==> config.mk <==
export PLATFORM = sky130hd
export DESIGN_NAME = fpu_op_sequencer
export DESIGN_NICKNAME = d
export VERILOG_FILES = /design/src/rtl/fpu_op_sequencer_pkg.sv /design/src/rtl/fpu_result_fifo.sv /design/src/rtl/fpu_op_sequencer.sv
export SDC_FILE = /design/constraint.sdc
export NUM_CORES = 1
export LEC_CHECK = 0
export CAP_MARGIN = 20
export CORE_ASPECT_RATIO = 1.75
export CORE_MARGIN = 5
export CORE_UTILIZATION = 35
export DETAILED_ROUTE_END_ITERATION = 12
export GPL_TIMING_DRIVEN = 0
export PLACE_DENSITY_LB_ADDON = 0.05
export SETUP_SLACK_MARGIN = 0.2
export SYNTH_ARGS = -nofsm -noshare
export SYNTH_HDL_FRONTEND = slang
export SYNTH_SLANG_ARGS = --single-unit
==> constraint.sdc <==
create_clock -name m_clk -period 2.6 [get_ports m_clk]
set_input_delay 0.26 -clock m_clk [delete_from_list [all_inputs] [get_ports m_clk]]
set_output_delay 0.26 -clock m_clk [all_outputs]
set_load 0.02 [all_outputs]
==> src/rtl/fpu_op_sequencer_pkg.sv <==
// Shared types for the FPU operand sequencer and its result FIFO.
// Holds the adder status enum, the sequencer states and the FIFO entry layout.
package FPU_types;

  typedef enum logic [1:0] {
    EXACT,
    INEXACT,
    UNDERFLOW,
    OVERFLOW
  } g_eStatus;

  typedef enum logic [1:0] {
    IDLE,
    ISSUE,
    WAIT
  } g_eSeqState;

  typedef struct packed {
    logic [31:0] data;
    g_eStatus    status;
  } g_sResult;

  function automatic logic [15:0] sat_inc16(input logic [15:0] v);
    return (v == 16'hFFFF) ? v : v + 16'd1;
  endfunction

endpackage

==> src/rtl/fpu_result_fifo.sv <==
// Small circular result FIFO between the adder and the downstream consumer.
// Pointers wrap modulo FIFO_DEPTH; count carries one extra bit for "full".
module fpu_result_fifo
  import FPU_types::*;
#(
  parameter int FIFO_DEPTH = 4
) (
  input  logic                          clk_i,
  input  logic                          rst_ni,
  input  logic                          push_i,
  input  g_sResult                      push_data_i,
  input  logic                          pop_i,
  output g_sResult                      pop_data_o,
  output logic                          full_o,
  output logic                          empty_o,
  output logic [$clog2(FIFO_DEPTH):0]   count_o
);

  localparam int AW = $clog2(FIFO_DEPTH);
  localparam logic [AW:0] DEPTH_C = (AW+1)'(FIFO_DEPTH);

  g_sResult      mem_q [FIFO_DEPTH];
  logic [AW-1:0] wr_ptr_q, wr_ptr_d;
  logic [AW-1:0] rd_ptr_q, rd_ptr_d;
  logic [AW:0]   count_q, count_d;
  logic          do_push, do_pop;

  assign full_o     = (count_q == DEPTH_C);
  assign empty_o    = (count_q == '0);
  assign count_o    = count_q;
  assign do_push    = push_i & ~full_o;
  assign do_pop     = pop_i & ~empty_o;
  assign pop_data_o = mem_q[rd_ptr_q];

  always_comb begin
    wr_ptr_d = wr_ptr_q;
    rd_ptr_d = rd_ptr_q;
    count_d  = count_q;
    if (do_push) wr_ptr_d = wr_ptr_q + 1'b1;
    if (do_pop)  rd_ptr_d = rd_ptr_q + 1'b1;
    unique case ({do_push, do_pop})
      2'b10:   count_d = count_q + 1'b1;
      2'b01:   count_d = count_q - 1'b1;
      default: count_d = count_q;
    endcase
  end

  always_ff @(posedge clk_i or negedge rst_ni) begin
    if (!rst_ni) begin
      wr_ptr_q <= '0;
      rd_ptr_q <= '0;
      count_q  <= '0;
    end else begin
      wr_ptr_q <= wr_ptr_d;
      rd_ptr_q <= rd_ptr_d;
      count_q  <= count_d;
    end
  end

  // Storage needs no reset: entries are only read once counted valid.
  always_ff @(posedge clk_i) begin
    if (do_push) mem_q[wr_ptr_q] <= push_data_i;
  end

endmodule

==> src/rtl/fpu_op_sequencer.sv <==
// Operand issue / result collection around the registered FP adder.
// Define FPU_SEQ_STATUS_CNT_EN to add saturating per-status result counters.
module fpu_op_sequencer
  import FPU_types::*;
#(
  parameter int FIFO_DEPTH = 4
) (
  input  logic        m_clk,
  input  logic        m_reset,
  input  logic        m_inValid,
  output logic        m_inReady,
  input  logic [31:0] m_inA,
  input  logic [31:0] m_inB,
  output logic [31:0] m_fpuOpA,
  output logic [31:0] m_fpuOpB,
  input  logic [31:0] m_fpuData,
  input  g_eStatus    m_fpuStatus,
  output logic        m_outValid,
  input  logic        m_outReady,
  output logic [31:0] m_outData,
  output g_eStatus    m_outStatus,
`ifdef FPU_SEQ_STATUS_CNT_EN
  output logic [15:0] m_cntInexact,
  output logic [15:0] m_cntUnderflow,
  output logic [15:0] m_cntOverflow,
`endif
  output logic        m_busy
);

  localparam int AW = $clog2(FIFO_DEPTH);
  localparam logic [AW:0] DEPTH_C = (AW+1)'(FIFO_DEPTH);

  g_eSeqState  state_q, state_d;
  logic [31:0] op_a_q, op_b_q;
  logic        accept;
  logic        fifo_push;
  logic        fifo_pop;
  logic        fifo_empty;
  logic        fifo_full_unused;
  logic [AW:0] fifo_count;
  g_sResult    push_data;
  g_sResult    head;

  always_comb begin
    state_d   = state_q;
    m_inReady = 1'b0;
    fifo_push = 1'b0;
    unique case (state_q)
      IDLE: begin
        m_inReady = (fifo_count < DEPTH_C);
        if (m_inValid && m_inReady) state_d = ISSUE;
      end
      ISSUE: state_d = WAIT;
      WAIT: begin
        fifo_push = 1'b1;
        state_d   = IDLE;
      end
      default: state_d = IDLE;
    endcase
  end

  assign accept = (state_q == IDLE) & m_inValid & m_inReady;

  always_ff @(posedge m_clk or negedge m_reset) begin
    if (!m_reset) begin
      state_q <= IDLE;
      op_a_q  <= '0;
      op_b_q  <= '0;
    end else begin
      state_q <= state_d;
      if (accept) begin
        op_a_q <= m_inA;
        op_b_q <= m_inB;
      end
    end
  end

  assign m_fpuOpA = op_a_q;
  assign m_fpuOpB = op_b_q;
  assign m_busy   = (state_q != IDLE);

  assign push_data = '{data: m_fpuData, status: m_fpuStatus};
  assign fifo_pop  = m_outValid & m_outReady;

  fpu_result_fifo #(
    .FIFO_DEPTH (FIFO_DEPTH)
  ) u_fifo (
    .clk_i       (m_clk),
    .rst_ni      (m_reset),
    .push_i      (fifo_push),
    .push_data_i (push_data),
    .pop_i       (fifo_pop),
    .pop_data_o  (head),
    .full_o      (fifo_full_unused),
    .empty_o     (fifo_empty),
    .count_o     (fifo_count)
  );

  assign m_outValid  = ~fifo_empty;
  assign m_outData   = head.data;
  assign m_outStatus = head.status;

`ifdef FPU_SEQ_STATUS_CNT_EN
  logic [15:0] cnt_inx_q, cnt_unf_q, cnt_ovf_q;

  always_ff @(posedge m_clk or negedge m_reset) begin
    if (!m_reset) begin
      cnt_inx_q <= '0;
      cnt_unf_q <= '0;
      cnt_ovf_q <= '0;
    end else if (fifo_push) begin
      if (m_fpuStatus == INEXACT)   cnt_inx_q <= sat_inc16(cnt_inx_q);
      if (m_fpuStatus == UNDERFLOW) cnt_unf_q <= sat_inc16(cnt_unf_q);
      if (m_fpuStatus == OVERFLOW)  cnt_ovf_q <= sat_inc16(cnt_ovf_q);
    end
  end

  assign m_cntInexact   = cnt_inx_q;
  assign m_cntUnderflow = cnt_unf_q;
  assign m_cntOverflow  = cnt_ovf_q;
`endif

endmodule

==> summary.txt, run 1 <==
Outcome
  – Status: complete, no violations

Layout
  – Layout Cells excl Fill: 901
  – Multi-input logic area: 1920 µm²
  – Most common cell after layout, fill and taps aside: clkdlybuf4s50_1
  – Most frequent cells in the layout: clkdlybuf4s50_1, edfxtp_1, dfrtp_1, mux2_4, mux4_2
  – Number of diodes: 0
  – Register area: 5910 µm²
  – Layout area overhead: 40.1%
  – Filler cells: 1926
  – Nets: 695
  – Layout cells sized above 1: 26.6%

Global route
  – Vias in the first global route: 4898
  – Largest net degree at the start of global routing: 64
  – First-pass GRT wire length: 27.1 mm
  – GRT Total Usage: 13.5%
  – GRT Residual Overflow: 0
  – Initial antenna violation count: 0

Synth
  – Synthesized area per cell: 22.4 µm²
  – Synth Area in Adders: 1.04%
  – Xor/xnor share of the synthesized area: 0.659%
  – Synthesized area: 7970 µm²
  – Main combinational cell family by area after synthesis: multiplexers
  – Mapped Cells: 356
  – Compound-cell area share of the yosys netlist: 0.298%
  – Mux share of post-synthesis cell area: 21.2%
  – Yosys warning count: 0
  – Post-synthesis simple-gate area fraction: 0.847%
  – Sequential area share after synthesis: 74.1%
  – Mapped Nets: 464
  – Register bit total from synthesis: 209
  – Post-synth cell types: 25

Routing
  – Avg WL per Cell: 19.2 µm
  – 1st-iter DRT viols: 173
  – Drt via density: 4.57
  – First-pass DRT Iterations: 4
  – Final WL: 17.3 mm
  – Via count: 4120
  – DR DRC count: 0
  – Post-route ant nets: 0

Critical path
  – Critical path's largest stage delay: 390 ps
  – Reg-to-Reg End: u_fifo.mem_q[1][28]$_DFFE_PP_
  – WS Path Type: reg -> out
  – Worst path cell trace: clkbuf_4 > buf_2 > mux4_2 > dlygate4sd2_1
  – CP Max Fanout: 10
  – FF-to-FF Start: u_fifo.count_o[0]$_DFFE_PN0P_
  – Crit start category: flip-flop
  – Slowest cell on crit path: mux4_2
  – Worst reg2reg setup slack: 450 ps
  – Crit end category: output pin
  – Arr. time, crit path: 2070 ps
  – R2R depth: 4
  – CP required: 2340 ps

Floorplan
  – Die Y-Extent: 210 µm
  – I/O Pins: 203
  – Die area: 26000 µm²
  – Core Region: 22600 µm²
  – Row count: 73
  – DIE WIDTH: 124 µm
  – Starting density of the core: 35.3%

Timing
  – Fmax: 429 MHz
  – RSZ-0062 raised after global routing: true
  – Fin crit share: 89.7%
  – Setup TNS: 0 ps
  – Slew @ Worst Pin: 538 ps
  – Setup WS post-layout: 267 ps
  – Worst relative slew slack: 64.1%
  – Final setup violation count: 0
  – Min Tclk post-route: 2330 ps
  – Final Hold Vio Count: 0
  – Max Clock Skew: 9.58 ps
  – Slew Limit Fails: 0

Clocking
  – CTS root buf: clkbuf_16
  – H-Tree Level Count: 1
  – Clock-pin slew on the worst setup and hold paths: 60 ps
  – Total CTS buffers: 21
  – TritonCTS clock tree: yes
  – Clk_lat worst skew: 480 ps
  – Clk sinks: 209
  – CTS max path bufs: 3

Pwr
  – Peak supply drop: 626 µV
  – Leak Pwr: 4.17 nW
  – Total Power: 0.0132 W
  – Pwr dens: 1180 nW/µm²

Place
  – Hpwl dp: 12.0 mm
  – Routability Congestion: 0.712
  – Buffers on Ports: 202
  – Worst slack at placement: 196 ps
  – DP Cell Count: 863

Job
  – Max Cap Viol: 0

Min path
  – HP Class: in -> async
worst max path at each step:
stage	startpoint	to	slack [ps]
global route	u_fifo.rd_ptr_q[0]$_DFFE_PN0P_	m_outData[21]	180
finish	u_fifo.rd_ptr_q[1]$_DFFE_PN0P_	m_outStatus[1]	270
detailed placement	u_fifo.rd_ptr_q[1]$_DFFE_PN0P_	m_outData[25]	200
floorplan	u_fifo.count_o[0]$_DFFE_PN0P_	u_fifo.mem_q[2][0]$_DFFE_PP_	430
global placement	m_reset	m_fpuOpB[13]$_DFFE_PN0P_	-1330
CTS	u_fifo.rd_ptr_q[0]$_DFFE_PN0P_	m_outStatus[1]	140
metal layers:
metal | vias up | track usage (%) | share of wire (%)
met5 | - | 0 | 0
met1 | 2098 | 15.3 | 37
met2 | 149 | 24.0 | 52
met4 | 0 | 3.44 | 1.8
met3 | 26 | 4.80 | 8.5
li1 | 1847 | - | -
synthesized netlist by cell type (all sizes together):
| library cell | instances | share of area [%] |
|---|---|---|
| edfxtp | 136 | 51 |
| dfrtp | 73 | 23 |
| mux2 | 65 | 11 |
| mux4 | 34 | 9.6 |
| buf | 14 | 1.4 |
| inv | 7 | 0.33 |
| and2 | 5 | 0.39 |
| ha | 5 | 0.78 |
| xnor2 | 3 | 0.33 |
| xor2 | 3 | 0.33 |
| a311oi | 1 | 0.19 |
| clkbuf | 1 | 0.063 |
| fa | 1 | 0.25 |
| mux2i | 1 | 0.13 |
| nand2 | 1 | 0.047 |
| nor2 | 1 | 0.047 |
| nor2b | 1 | 0.079 |
| nor3 | 1 | 0.13 |
| o31a | 1 | 0.11 |
| or2 | 1 | 0.079 |
| or3 | 1 | 0.079 |
layout make-up:
cell class                 count  area share, %
tap                          300           3.36
sequential                   209           52.9
multi-input combinational    125           17.2
inverter                       7          0.235
clock buffer                  29           5.22
timing repair buffer         208           18.9
clock inverter                 8          0.683
buffer                        15           1.51
power breakdown:
| group | internal [W] | leakage (nW) | switching [W] |
|---|---|---|---|
| clock network | 0.00168 | 0.314 | 0.00123 |
| registers | 0.00437 | 2.09 | 0.000393 |
| logic | 0.00295 | 1.77 | 0.00258 |
sequential cells by signal (all words and copies together) (netlist names):
name,cells
u_fifo.count_o,3
m_fpuOpB,32
u_fifo.rd_ptr_q,2
state_q,2
u_fifo.wr_ptr_q,2
m_fpuOpA,32
u_fifo.mem_q,136
logic make-up after synthesis:
family,count (synthesis)
xor gates and xnor gates,6
muxes,100
AOI/OAI and AO/OA,2
buffers and inverters,22
DFF,209
adders and majority gates,6
and+or+nand+nor,11
through the flow:
step / hold slack, ps / util, % / area, µm²
global placement: 477 / 46.0 / 10400
global route: 138 / 49.5 / 11200
detailed placement: 114 / 46.5 / 10500
CTS: 128 / 49.4 / 11200
finish: 146 / 49.5 / 11200
floorplan: -35.6 / - / 7970
worst max-delay path, delay by kind of cell (launching register included):
kind	cells	cell delay (ps)
muxes	1	390
DFF	1	320
buffers and inverters	3	880
repair_timing:
| action | CTS | global route |
|---|---|---|
| gates resized for setup | 44 | 6 |
| buffers inserted | 0 | 0 |
| endpoints found under the setup margin | 34 | 28 |
| hold buffers | 1 | 0 |
| hold endpoints to repair | 73 | 0 |
| gates cloned | 0 | 0 |
Power figures use the tool's default switching activity.
==> run 2, diff against run 1 <==
CORE_MARGIN = 10   (was 5)
==> run 2 against run 1 <==
  * Combinational power grew 0.7%
  * First-iteration DRC count increased by 33%
  * Flip-flop and latch count is the same
  * Critical path depth is 1 lower
  * Hold slack better by 2.1 ps
  * Sequential power about the same
  * Register-to-register slack better by 20 ps
==> summary.txt, run 2 (same netlist as run 1, synthesis figures left out) <==
Pwr
  – Pwr dens: 1180 nW/µm² (-0.41%)
  – Total Power: 0.0130 W (-1.1%)
  – Peak supply drop: 714 µV (+14%)
  – Leak Pwr: 4.13 nW (-1.0%)

Timing
  – Fmax: 429 MHz (about the same)
  – Fin crit share: 89.7% (about the same)
  – Worst relative slew slack: 66.3% (+2.2 points)
  – Slew @ Worst Pin: 506 ps (-32.5 ps)
  – Final setup violation count: 0 (unchanged)
  – Min Tclk post-route: 2330 ps (-0.342 ps)
  – RSZ-0062 raised after global routing: true
  – Slew Limit Fails: 0 (unchanged)
  – Setup TNS: 0 ps (unchanged)
  – Final Hold Vio Count: 0 (unchanged)
  – Max Clock Skew: 7.16 ps (-2.42 ps)

Floorplan
  – Die Y-Extent: 220 µm (+4.8%)
  – Core Region: 22600 µm² (unchanged)
  – I/O Pins: 203 (unchanged)
  – DIE WIDTH: 134 µm (+8.1%)
  – Row count: 73 (unchanged)
  – Die area: 29500 µm² (+13%)
  – Starting density of the core: 35.3% (unchanged)

Routing
  – Drt via density: 4.56 (-0.26%)
  – First-pass DRT Iterations: 4 (unchanged)
  – DRT met1 WL: 6.46 mm (-0.29%)
  – 1st-iter DRT viols: 230 (+33%)
  – Avg WL per Cell: 20.3 µm (+5.5%)
  – Final WL: 18.2 mm (+5.1%)
  – Met2 Wirelength: 9.64 mm (+6.3%)
  – Post-route ant nets: 0 (unchanged)
  – Met3 wire length: 1.88 mm (+27%)
  – Highest routed metal layer: met4
  – Via count: 4091 (-0.70%)
  – DR DRC count: 0 (unchanged)

Critical path
  – Critical path's largest stage delay: 560 ps (+170 ps)
  – Worst reg2reg setup slack: 470 ps (+20 ps)
  – Worst path cell trace: buf_6 > mux4_2 > clkdlybuf4s50_1
  – Worst Setup SP: u_fifo.rd_ptr_q[0]$_DFFE_PN0P_
  – Reg-to-Reg End: u_fifo.mem_q[1][8]$_DFFE_PP_
  – Buffers & Inverters on Critical Path: 2 (-1)
  – WS Path Type: reg -> out
  – CP required: 2340 ps (about the same)
  – FF-to-FF Start: u_fifo.count_o[0]$_DFFE_PN0P_
  – Arr. time, crit path: 2070 ps (about the same)
  – Crit end category: output pin
  – CP delay by family, top: buffers and inverters
  – R2R depth: 4 (unchanged)
  – CP Max Fanout: 9 (-1)
  – Crit start category: flip-flop
  – Slowest cell on crit path: clkdlybuf4s50_1

Job
  – Max Cap Viol: 0 (unchanged)

Layout
  – Layout area overhead: 39.1%
  – Largest register FFs: 136 (unchanged)
  – Most common cell after layout, fill and taps aside: clkdlybuf4s50_1
  – Nets: 694 (-0.14%)
  – Most frequent cells in the layout: clkdlybuf4s50_1, edfxtp_1, dfrtp_1, mux2_4, mux4_2
  – Number of diodes: 0 (unchanged)
  – Filler cells: 1950 (+1.2%)
  – Register area: 5910 µm² (unchanged)
  – Top reg by flops: u_fifo.mem_q
  – Layout cells sized above 1: 26.1% (-0.49 points)
  – Multi-input logic area: 1920 µm² (unchanged)

Global route
  – GRT Total Usage: 12.4% (-1.1 points)
  – GRT Residual Overflow: 0 (unchanged)
  – Initial antenna violation count: 0 (unchanged)
  – Vias in the first global route: 4862 (-0.73%)
  – Largest net degree at the start of global routing: 66 (+3.1%)
  – First-pass GRT wire length: 28.8 mm (+6.2%)

Outcome
  – Status: complete, no violations

Clocking
  – Total CTS buffers: 20 (-4.8%)
  – CTS root buf: clkbuf_16
  – H-Tree Level Count: 1 (unchanged)
  – Clk sinks: 209 (unchanged)
  – Clock-pin slew on the worst setup and hold paths: 60 ps (about the same)
  – Clk_lat worst skew: 480 ps (about the same)
  – CTS max path bufs: 3 (unchanged)
  – TritonCTS clock tree: yes

Place
  – Routability Congestion: 0.751 (+5.5%)
  – Hpwl dp: 13.1 mm (+9.1%)
  – Buffers on Ports: 202 (unchanged)

Min path
  – HP Class: in -> async
[run 2: layer usage]
layer / vias up / track usage (%)
li1: 1842 / -
met1: 2082 / 13.4
met2: 152 / 21.8
met3: 15 / 5.59
met4: 0 / 3.17
met5: - / 0
[run 2: power breakdown]
| group | switching [W] | internal (W) | total [W] |
|---|---|---|---|
| combinational | 0.00264 | 0.00293 | 0.00557 |
| sequential | 0.000397 | 0.00437 | 0.00477 |
| clock | 0.00116 | 0.00155 | 0.00271 |
| total | 0.00419 | 0.00886 | 0.0130 |
[run 2: area by class of cell]
class	instances	area share, %
Sequential cell	209	53.3
Timing Repair Buffer	208	18.9
Multi-Input combinational cell	125	17.3
Clock buffer	23	4.81
Tap cell	300	3.38
Buffer	15	1.44
Clock inverter	10	0.632
Inverter	7	0.237
[run 2: per-stage QoR]
| stage | hold slack [ps] | std cells | setup WS (ps) | area (µm²) | util, % |
|---|---|---|---|---|---|
| after global routing | 148 | 897 | 174 | 11100 | 49.2 |
| after global placement | 480 | 858 | -1320 | 10400 | 46.0 |
| final | 148 | 897 | 268 | 11100 | 49.2 |
| after detailed placement | 106 | 863 | 206 | 10500 | 46.5 |
| after floorplan | -35.6 | 356 | 432 | 7970 | - |
| after CTS | 124 | 897 | 200 | 11100 | 49.2 |
[run 2: worst max-delay path by stage]
stage	slack (ps)	cells past startpoint	end
2_1_floorplan	430	3	u_fifo.mem_q[2][0]$_DFFE_PP_
3_3_place_gp	-1320	1	m_fpuOpB[6]$_DFFE_PN0P_
3_5_place_dp	210	4	m_outData[28]
4_1_cts	200	4	m_outData[19]
5_1_grt	170	4	m_outData[4]
6_report	270	3	m_outData[12]
[run 2: what timing repair did]
| item | 4_1_cts | 5_1_grt |
|---|---|---|
| gates resized for setup | 46 | 5 |
| hold buffers | 1 | 0 |
| endpoints found under the setup margin | 34 | 22 |
| setup buffers | 0 | 0 |
| hold endpoints to repair | 73 | 0 |
==> patch 1 (flow settings as in run 2) <==
The option `FPU_SEQ_STATUS_CNT_EN` is turned on by a define.
--- a/src/rtl/fpu_op_sequencer.sv
+++ b/src/rtl/fpu_op_sequencer.sv
@@ -1,5 +1,7 @@
 // Operand issue / result collection around the registered FP adder.
 // Define FPU_SEQ_STATUS_CNT_EN to add saturating per-status result counters.
+`define FPU_SEQ_STATUS_CNT_EN
+
 module fpu_op_sequencer
   import FPU_types::*;
 #(
Behaviour (old outputs only; new: m_cntInexact, m_cntOverflow and m_cntUnderflow): unchanged (equiv_simple and equiv_induct, registers matched by name and starting in step).
==> patch 1 against run 2 <==
  * Largest cell class unchanged
  * Die area up 26%
  * First-iteration DRC count down 17%
  * Core utilization down 0.32 points
  * Fmax down 0.72%
  * Design area up 29%
  * Wire length up 44%
  * Sequential cell count up 48
  * Total power up 14%
  * Area after synthesis up 29%
  * Worst setup slack worse by 0.017 ns
  * Largest power group is now registers
==> patch 1: results (changes against run 2) <==
Global route
  • Pin count of the biggest net entering global routing: 88 (+33%)
  • Initial antenna violation count: 2 (+2)
  • Wire length of the first global-routing pass: 40,900 um (+42%)
  • Global Route Usage Sum: 14.1% (+1.7 points)
  • Vias in the first global route: 7,048 (+45%)

Placement
  • I/O Buffers: 250 (+24%)
  • Dpl cells: 1,220 (+41%)
  • Placed cell area: 13,400 um2 (+28%)
  • Hpwl dp: 19,100 um (+46%)
  • Dpl ws: 0.0469 ns (-0.159 ns)
  • Placer Congestion: 0.841 (+12%)

Critical path
  • Crit-path max cell delay: 0.52 ns (-0.04 ns)
  • Reg-to-Reg End: u_fifo.count_o[2]$_DFFE_PN0P_
  • CP max FO: 10 (+1)
  • Crit path DAT: 2.09 ns (+0.02 ns)
  • Worst r2r src: u_fifo.count_o[2]$_DFFE_PN0P_
  • Worst reg-to-reg path cell count: 8 (+4)
  • Slowest-stage cell, CP: mux4_2

Power and ir drop
  • Worst ir drop on vdd: 0.608 mV (-15%)
  • Leakage power: 5.42 nW (+31%)
  • Power per Cell Area: 1040 nW/um2 (-12%)

STA
  • Worst-margin pin slew: 0.557 ns (+0.0515 ns)
  • Skew final: 0.0128 ns (+0.00562 ns)
  • Min Hold Slack: 0.210 ns (+0.0623 ns)

Yosys
  • Seq/Total Area, Yosys: 69.0% (-5.1 points)
  • Synth cell types: 57 (+130%)
  • Synth Area per Inst: 17.7 um2 (-21%)
  • FFs w/ async S/R, synth: 47.1% (+12 points)
  • Syn_nets: 694 (+50%)
  • Ranking of synthesized cells by area: edfxtp_1 40%, dfrtp_1 29%, mux4_2 7.4%
  • Most frequent cells after synthesis: 136 x edfxtp_1, 121 x dfrtp_1, 59 x mux2_1

Cells and area
  • Share of layout cells above drive strength 1: 14.4% (-12 points)
  • Max FFs per register: 136 (unchanged)
  • Fill count: 2,497 (+28%)
  • Fin nets: 977 (+41%)

Clock network
  • Clock buffer depth: 3 (unchanged)
  • CTS buffer count: 25 (+25%)
  • Clk_lat worst skew: 0.52 ns (+0.04 ns)
  • Postcts setup bufs: 0 (unchanged)

Status
  • Status: finished, final reports clean

Route
  • Vias: 6,151 (+50%)
  • Initial DRC count: 190 (-17%)
  • Routed WL: 26,100 um (+44%)
  • Avg WL per Cell: 20.6 um (+1.7%)
-- patch 1: changes by cell type in the layout (fill, tap and decap cells not counted), sizes merged, moves of 5 or more --
cell / delta
dfrtp: +48
xor2: +25
nand2: +16
nand4: +18
nor3: +8
mux2: +5
a21oi: +5
clkdlybuf4s50: +46
nor2: +14
clkbuf: +15
nor4: +10
inv: +5
nand3: +15
xnor2: +9
-- patch 1: what timing repair did --
action                                  CTS  global route
endpoints found under the setup margin   34            96
hold buffers                              1             0
pin swaps                                 0             0
endpoints found under the hold margin    34             0
gates resized for setup                  55            14
-- patch 1: cells by family (layout without fill, tap and decap cells) --
| logic type | count (synthesis) | count (layout) | synth area share, % |
|---|---|---|---|
| buf+inv | 29 | 329 | 1.54 |
| mux | 108 | 108 | 15.5 |
| xor+xnor | 40 | 40 | 3.40 |
| other cells | 0 | 1 | 0 |
| compound gates | 21 | 21 | 1.71 |
| flops | 257 | 257 | 69.0 |
| fa+ha+maj | 9 | 9 | 1.17 |
| simple gates | 119 | 119 | 7.65 |
-- patch 1: worst max path at each step --
stage                                         to  slack (ns)  cells after the start
floorplan           u_fifo.mem_q[0][0]$_DFFE_PP_        0.41                      3
detailed placement                 m_outData[24]        0.05                      4
global placement        m_fpuOpA[17]$_DFFE_PN0P_       -3.50                      1
finish                             m_outData[14]        0.25                      4
CTS                                m_outData[24]        0.16                      4
global route                       m_outData[26]        0.15                      4
-- patch 1: final cells by class --
cell class                 instances  share of cell area (%)
sequential                       257                    49.9
multi-input combinational        297                    21.4
timing repair buffer             256                    18.2
clock buffer                      33                    4.67
tap                              382                    3.35
buffer                            17                    1.25
clock inverter                    11                   0.869
inverter                          12                   0.316
antenna                            1                  0.0176
-- patch 1: per-layer routing --
metal,wire (um),vias to the layer above,track usage (%)
li1,-,2797,-
met1,8800,3123,14.1
met2,14300,191,26.2
met3,2490,38,5.53
met4,482,2,4.02
met5,13,-,0
-- patch 1: worst reg2reg max path: stages, from the launching register on --
cell and delay (ns):
dfrtp_1 0.45, or3_1 0.41, and2_1 0.24, ha_1 0.24, inv_1 0.08, fa_1 0.19, xor2_1 0.19, nor2_1 0.07
xor2_1 0.14
-- patch 1: power by group --
part / total (W) / internal, W / leakage, nW / switching [W]
combinational: 0.00560 / 0.00275 / 2.30 / 0.00286
sequential: 0.00566 / 0.00518 / 2.74 / 0.000477
clock: 0.00357 / 0.00209 / 0.386 / 0.00148
==> patch 2 (config.mk and constraints of run 2) <==
Made on the original files. The 3 states of `g_eSeqState` get a one-hot encoding in 3 bits.
--- a/src/rtl/fpu_op_sequencer_pkg.sv
+++ b/src/rtl/fpu_op_sequencer_pkg.sv
@@ -9,10 +9,10 @@
     OVERFLOW
   } g_eStatus;
 
-  typedef enum logic [1:0] {
-    IDLE,
-    ISSUE,
-    WAIT
+  typedef enum logic [2:0] {
+    IDLE  = 3'b001,
+    ISSUE = 3'b010,
+    WAIT  = 3'b100
   } g_eSeqState;
 
   typedef struct packed {
Function: same outputs for any inputs over 10 cycles, from zero or initial values and one cycle with m_reset low; not proved beyond that.
==> patch 2 against run 2 <==
  * Non-clock buffer count is 4 lower
  * Sequential power decreased by 5.9%
  * Critical path depth is 1 higher
  * Sequential cell count increased by 1
  * Synthesized cell count is 0.56% higher
  * Design area decreased by 1.7%
  * Total power is 7.4% lower
  * Clock skew is 0.0035 ns higher
  * Worst setup slack improved by 0.026 ns
  * Wire length about the same
  * Area after synthesis is 2.1% lower
  * Die area is 1.9% lower
  * Count of clock-buffer cells in the layout rose by 7
  * Critical path type unchanged
  * Critical endpoint is now m_outData[0]
  * Largest cell class unchanged
  * Largest power group unchanged
  * Highest routed layer unchanged
==> patch 2: results (changes against run 2) <==
Power and ir drop
  • Switching Share: 32.3% (+0.12 points)
  • Worst ir drop on vdd: 0.579 mV (-19%)
  • Logic pwr share: 40.4% (-2.3 points)
  • Power per Cell Area: 1110 nW/um2 (-5.8%)

Route
  • Initial DRC count: 187 (-19%)
  • WL met3: 2060 um (+10%)
  • Routed length on met1: 6350 um (-1.7%)
  • Avg WL per Cell: 20.3 um (about the same)
  • Vias: 4,147 (+1.4%)

Cells and area
  • Clock buffer cells: 30 (+30%)
  • Reg area: 5940 um2 (+0.44%)
  • Fill count: 1,883 (-3.4%)
  • Clk tree area frac: 5.59% (+0.15 points)
  • NonClk Buf Share: 20.1% (-0.18 points)
  • Nonclk buf count: 219 (-1.8%)
  • Seq cells: 210 (+0.48%)
  • Share of layout cells above drive strength 1: 18.4% (-7.8 points)
  • Area growth syn-to-layout: 39.8%

Critical path
  • Reg-to-Reg End: u_fifo.count_o[2]$_DFFE_PN0P_
  • Crit-path max cell delay: 0.50 ns (-0.06 ns)
  • R2r setup slk: 0.43 ns (-0.04 ns)

Global route
  • Wire length of the first global-routing pass: 28,400 um (-1.3%)
  • M2 GR Usage: 22.2% (+0.41 points)
  • Global Route Usage Sum: 12.5% (+0.073 points)
  • Met3 usage: 6.16% (+0.57 points)
  • Vias in the first global route: 5,021 (+3.3%)

Yosys
  • Seq/Total Area, Yosys: 76.1% (+2.0 points)
  • Ranking of synthesized cells by area: edfxtp_1 52%, dfrtp_1 23%, mux4_2 9.8%
  • Most frequent cells after synthesis: 136 x edfxtp_1, 73 x dfrtp_1, 40 x mux2_1
  • Mux cell area share after synthesis: 19.3% (-1.9 points)
  • Syn_nets: 466 (+0.43%)

Clock network
  • Resize count post-CTS: 53 (+15%)

Placement
  • Hpwl dp: 12,800 um (-2.3%)

Status
  • Status: finished, final reports clean

STA
  • Skew final: 0.0107 ns (+0.00351 ns)
## patch 2: cell types whose count changed after synthesis, moves of 2 or more
cell      change
mux2_2        +9
nor2_1        +2
buf_2         +2
mux2_1       +40
buf_4         -3
clkbuf_1      +4
mux2_4       -49
## patch 2: stage by stage
| stage | hold slack (ns) | cells | setup WS, ns | TNS [ns] |
|---|---|---|---|---|
| after floorplan | -0.0356 | 358 | 0.472 | 0 |
| after global placement | 0.442 | 856 | -1.35 | -103.84 |
| after detailed placement | 0.110 | 857 | -0.124 | -13.50 |
| after CTS | 0.133 | 895 | -0.103 | -12.14 |
| after global routing | 0.142 | 896 | 0.199 | 0 |
| final | 0.152 | 896 | 0.294 | 0 |
## patch 2: worst max-delay path: cells and delay by family (launching register included)
kind / cells / cell delay [ns]
buf+inv: 3 / 0.70
mux: 1 / 0.50
flops: 1 / 0.35
